--- src/rtl/fifo_tx_ctrl_pkg.sv ---
// Shared definitions for the FIFO-to-UART transmit controller.
package fifo_tx_ctrl_pkg;

    localparam int WIDTH_DEF   = 8;
    localparam int BUSY_TO_DEF = 15;

    typedef enum logic [2:0] {
        IDLE,
        FETCH,
        WAIT_DATA,
        SEND,
        WAIT_BUSY,
        WAIT_DONE
    } state_t;

endpackage

--- src/rtl/fifo_tx_ctrl_busy_timer.sv ---
// Clearable saturating counter; o_tc flags the increment that reaches LIMIT.
module fifo_tx_ctrl_busy_timer
    import fifo_tx_ctrl_pkg::*;
#(
    parameter int LIMIT = BUSY_TO_DEF
) (
    input  logic clk,
    input  logic rst_n,
    input  logic i_clr,
    input  logic i_inc,
    output logic o_tc
);

    localparam int CW = $clog2(LIMIT + 1);
    localparam logic [CW-1:0] LAST = CW'(LIMIT - 1);
    localparam logic [CW-1:0] TOP  = CW'(LIMIT);

    logic [CW-1:0] r_count;

    // NOTE: sequential state uses non-blocking assignments so every register samples pre-edge values.
    always_ff @(posedge clk or negedge rst_n) begin
        if (!rst_n) begin
            r_count <= '0;
        end else if (i_clr) begin
            r_count <= '0;
        end else if (i_inc && (r_count != TOP)) begin
            r_count <= r_count + 1'b1;
        end
    end

    assign o_tc = i_inc && (r_count == LAST);

endmodule

--- src/rtl/fifo_tx_ctrl.sv ---
// Pulls one byte at a time from the upstream FIFO and hands it to the UART,
// retrying the start pulse when the transmitter never reports busy.
module fifo_tx_ctrl
    import fifo_tx_ctrl_pkg::*;
#(
    parameter int width   = WIDTH_DEF,
    parameter int BUSY_TO = BUSY_TO_DEF
) (
    input  logic             CLK,
    input  logic             Reset,
    input  logic             Embty,
    input  logic [width-1:0] FIFO_Data,
    input  logic             FIFO_valid,
    input  logic             ALU_valid,
    input  logic             RD_valid,
    input  logic             TX_Busy,
    output logic             RD_EN,
    output logic [width-1:0] TX_Data,
    output logic             TX_valid,
    output logic [7:0]       Sent_cnt,
    output logic             Retry_err
);

    state_t r_state;
    state_t w_next;
    logic   r_valid_q;
    logic   w_tmr_clr;
    logic   w_tmr_inc;
    logic   w_tmr_tc;
    logic   w_accept;
    logic   w_done;
    logic   w_timeout;

    // A read only counts when the FIFO's valid level has moved since the last accepted byte.
    assign w_accept  = (r_state == WAIT_DATA) && (FIFO_valid != r_valid_q);
    assign w_done    = (r_state == WAIT_DONE) && !TX_Busy;
    assign w_timeout = w_tmr_tc;

    fifo_tx_ctrl_busy_timer #(
        .LIMIT (BUSY_TO)
    ) busy_timer (
        .clk   (CLK),
        .rst_n (Reset),
        .i_clr (w_tmr_clr),
        .i_inc (w_tmr_inc),
        .o_tc  (w_tmr_tc)
    );

    always_ff @(posedge CLK or negedge Reset) begin
        if (!Reset) begin
            r_state <= IDLE;
        end else begin
            r_state <= w_next;
        end
    end

    // NOTE: every combinational output gets a default first so no path infers a latch.
    always_comb begin
        w_next = r_state;
        case (r_state)
            IDLE:      if (!Embty && !ALU_valid && !RD_valid) w_next = FETCH;
            FETCH:     w_next = WAIT_DATA;
            WAIT_DATA: w_next = w_accept ? SEND : IDLE;
            SEND:      w_next = WAIT_BUSY;
            WAIT_BUSY: begin
                if (TX_Busy) begin
                    w_next = WAIT_DONE;
                end else if (w_timeout) begin
                    w_next = SEND;
                end
            end
            WAIT_DONE: if (!TX_Busy) w_next = IDLE;
            default:   w_next = IDLE;
        endcase
    end

    always_comb begin
        RD_EN     = (r_state == FETCH);
        TX_valid  = (r_state == SEND);
        w_tmr_clr = (r_state == SEND);
        w_tmr_inc = (r_state == WAIT_BUSY) && !TX_Busy;
    end

    always_ff @(posedge CLK or negedge Reset) begin
        if (!Reset) begin
            TX_Data   <= '0;
            r_valid_q <= 1'b0;
            Sent_cnt  <= '0;
            Retry_err <= 1'b0;
        end else begin
            if (w_accept) begin
                TX_Data   <= FIFO_Data;
                r_valid_q <= FIFO_valid;
            end
            if (w_done) begin
                Sent_cnt <= Sent_cnt + 8'd1;
            end
            if (w_timeout) begin
                Retry_err <= 1'b1;
            end
        end
    end

endmodule

--- config.mk ---
export PLATFORM = sky130hd
export DESIGN_NAME = fifo_tx_ctrl
export DESIGN_NICKNAME = d
export VERILOG_FILES = /design/src/rtl/fifo_tx_ctrl_pkg.sv /design/src/rtl/fifo_tx_ctrl_busy_timer.sv /design/src/rtl/fifo_tx_ctrl.sv
export SDC_FILE = /design/constraint.sdc
export NUM_CORES = 1
export LEC_CHECK = 0
export CAP_MARGIN = 20
export CORE_AREA = 5 5 58 60
export DETAILED_ROUTE_END_ITERATION = 6
export DIE_AREA = 0 0 63 65
export GPL_ROUTABILITY_DRIVEN = 0
export PLACE_DENSITY_LB_ADDON = 0.15
export SLEW_MARGIN = 20
export SYNTH_ARGS = -nofsm -noshare
export SYNTH_HDL_FRONTEND = slang
export SYNTH_HIERARCHICAL = 1
export SYNTH_SLANG_ARGS = --single-unit
--- constraint.sdc ---
create_clock -name CLK -period 1.9 [get_ports CLK]
set_input_delay 0.38 -clock CLK [delete_from_list [all_inputs] [get_ports CLK]]
set_output_delay 0.38 -clock CLK [all_outputs]
set_load 0.02 [all_outputs]
==> flow_metrics.tcl <==
set metrics [dict create \
    die_w_um 63 \
    wl_um 2480 \
    synthToLayoutAreaGrowth_pct 35.9 \
    regArea_um2 626 \
    vias 891 \
    leakagePower_nw 0.770 \
    postCtsSetupBuffers 0 \
    synth_nets 119 \
    syn_inst 101 \
    synth_xor_area_share_pct 5.73 \
    nNetsFinal 162 \
    ys.flop_type "dfrtp_1" \
    relSlewSlack_pct 71.7 \
    clock_latency_ns 0.31 \
    path_clk_slew_ns 0.13 \
    drt_iter0_markers 19 \
    yosys_warnings 6 \
    diodes 0 \
    fin_crit_sh_pct 92.5 \
    muxShareOfSynthArea_pct 10.7 \
    async_flop_share_pct 100 \
    synthAdderAreaFrac_pct 3.07 \
    finalClockSkew_ns 0.00140 \
    cp-end-kind "output pin" \
    ant_nets 0 \
    grt_busiest_layer "met2" \
    synth_compound_area_share_pct 6.24 \
    clock-sinks 25 \
    dr.pass1.iters 4 \
    grt.overflow.total 0 \
    crit_path_cell_trace "clkdlybuf4s50_1" \
    vdd_drop_max_mv 0.653 \
    place_ws_ns -0.136 \
    synth-simple-area-share_pct 19.8 \
    cp_max_fo 5 \
    start_util_pct 42.5 \
    synth_edf_count 0 \
    use_met3_pct 2.60 \
    drc 0 \
    netlist_area_mm2 0.00122 \
    cts.path.max_buffers 2 \
    hpwl_um 1940 \
    path_class "reg -> out" \
    place_area_mm2 0.00163 \
    multi_input_area_um2 563 \
    dp.cells 172 \
    rsz0062_at_grt "false" \
    crit_required_ns 1.52 \
    drive_gt1_share_pct 23.8 \
    grtUsageMet1_pct 14.7 \
    cts_tree "built" \
    drv_cap 0 \
    final_common_cell "clkdlybuf4s50_1" \
    rows 20 \
    stdcell_count 176 \
    grt_pass1_wl_um 4280 \
    power_density_mw_per_mm2 1010 \
    worst_path_max_delay_cell "clkdlybuf4s50_1" \
    htree_levels 1 \
    cts_made_buffers 3 \
    yosysSeqAreaShare_pct 51.1 \
    io_pins 34 \
    groute.layer.met2.usage_pct 24.5 \
    clock.fmax_mhz 569 \
    p_total_mw 1.68 \
    grt_usage_pct 13.1 \
    hold_class "in -> async" \
    critPathTopFamily "buffers and inverters" \
    layout_common_cells "clkdlybuf4s50_1 (31), dfrtp_1 (25), mux2_2 (9), buf_4 (9), nand2_1 (7)" \
    portBuffers 33 \
    status "finished, final reports clean" \
    synth-seq-cells 25 \
    slowest_delay_ns 0.63 \
    synth_top_family_by_area "simple AND/OR/NAND/NOR gates" \
    worst_slew_pin_slew_ns 0.423 \
    final_hold_viol_count 0 \
    holdWs_ns 0.406 \
    antenna_found_initial 0 \
    die_h_um 65 \
    syn_area_per_cell_um2 12.1 \
    fill_cells 262 \
    ys_types 36 \
    cts_root_buf "clkbuf_4" \
    wl_per_cell_um 14.1 \
    start_kind "flip-flop" \
    grt_start_max_net_pins 26 \
    worst_slack_ns 0.142 \
    core_area_mm2 0.00288 \
    design_area_mm2 0.00166 \
    die_area_mm2 0.00410 \
    critPathBufInv 1 \
    final_max_slew_viol_count 0 \
    finalSetupViolations 0 \
    grt_pass1_vias 971 \
    vias_per_cell 5.06 \
    arrival_ns 1.38 \
    fin_crit_ns 1.76 \
]
==> worst register-to-register path: cells and delay by family, from the launching register on <==
kind / cells / cell delay, ns
AO/OA/AOI/OAI: 2 / 0.25
buffers and inverters: 1 / 0.17
flip-flops: 1 / 0.43
AND/OR/NAND/NOR: 3 / 0.83
==> power by group <==
part	internal, mW	total (mW)	leakage [nW]	switching (mW)
registers	0.665	0.761	0.330	0.0960
logic	0.369	0.682	0.425	0.313
clock network	0.0819	0.235	0.0150	0.153
==> final timing paths <==
path                                    end  slack [ns]   startpoint  cells after the start
worst max register to register   r_state[0]        0.14   r_state[1]                      6
worst min-delay path             TX_Data[0]        0.41        Reset                      2
max in group asynchronous        TX_Data[6]        1.25        Reset                      2
min in group CLK                Sent_cnt[7]        0.48  Sent_cnt[7]                      1
worst max-delay path            Sent_cnt[2]        0.14  Sent_cnt[2]                      1
worst min register to register  Sent_cnt[7]        0.48  Sent_cnt[7]                      1
==> layer usage <==
| metal | vias to the layer above | routed length [um] |
|---|---|---|
| met5 | - | 0 |
| met4 | 0 | 10 |
| li1 | 440 | - |
| met2 | 19 | 1340 |
| met3 | 2 | 91 |
| met1 | 430 | 1040 |
==> kinds of logic (layout without fill, tap and decap cells) <==
family	count (synthesis)	count (layout)
buffers and inverters	7	49
multiplexers	11	11
XOR/XNOR	8	8
AO/OA/AOI/OAI	10	10
AND/OR/NAND/NOR	37	37
adder cells (fa/ha/maj)	3	3
flip-flops	25	25
==> through the flow <==
| stage | util [%] | setup TNS, ns |
|---|---|---|
| after detailed placement | 56.8 | -0.447 |
| after CTS | 57.6 | 0 |
| after floorplan | - | 0 |
| final | 57.8 | 0 |
| after global routing | 57.8 | 0 |
| after global placement | 56.8 | -0.135 |
==> flip-flops by register name, indices dropped and copies added, names as in the netlist <==
signal,cells
Sent_cnt,8
TX_Data,8
r_valid_q,1
busy_timer/r_count,4
Retry_err,1
r_state,3
==> timing repair <==
| action | 4_1_cts | 5_1_grt |
|---|---|---|
| setup endpoints to repair | 2 | 1 |
| resized for setup | 2 | 1 |
| hold buffers | 0 | 0 |
==> cell type report <==
class / instances / share of cell area (%)
clock buffer: 4 / 1.58
inverter: 3 / 0.677
multi-input combinational: 69 / 33.9
sequential: 25 / 37.6
tap: 33 / 2.48
timing repair buffer: 42 / 23.8
==> synth_stat cells, types with 2 or more instances <==
library cell / number / area share [%]
inv_1: 2 / 0.61
ha_1: 3 / 3.1
a211oi_1: 2 / 1.2
nor3b_1: 2 / 1.2
xor2_1: 5 / 3.6
nor2_1: 6 / 1.8
dfrtp_1: 25 / 51
nand4_1: 2 / 1.0
mux2_2: 9 / 8.3
xnor2_1: 3 / 2.1
buf_2: 2 / 0.82
mux2_4: 2 / 2.5
nand3_1: 2 / 0.82
nor3_1: 4 / 1.6
nand2_1: 7 / 2.1
nor2b_1: 2 / 1.0
o21ai_0: 4 / 1.6
Power figures use the tool's default switching activity.
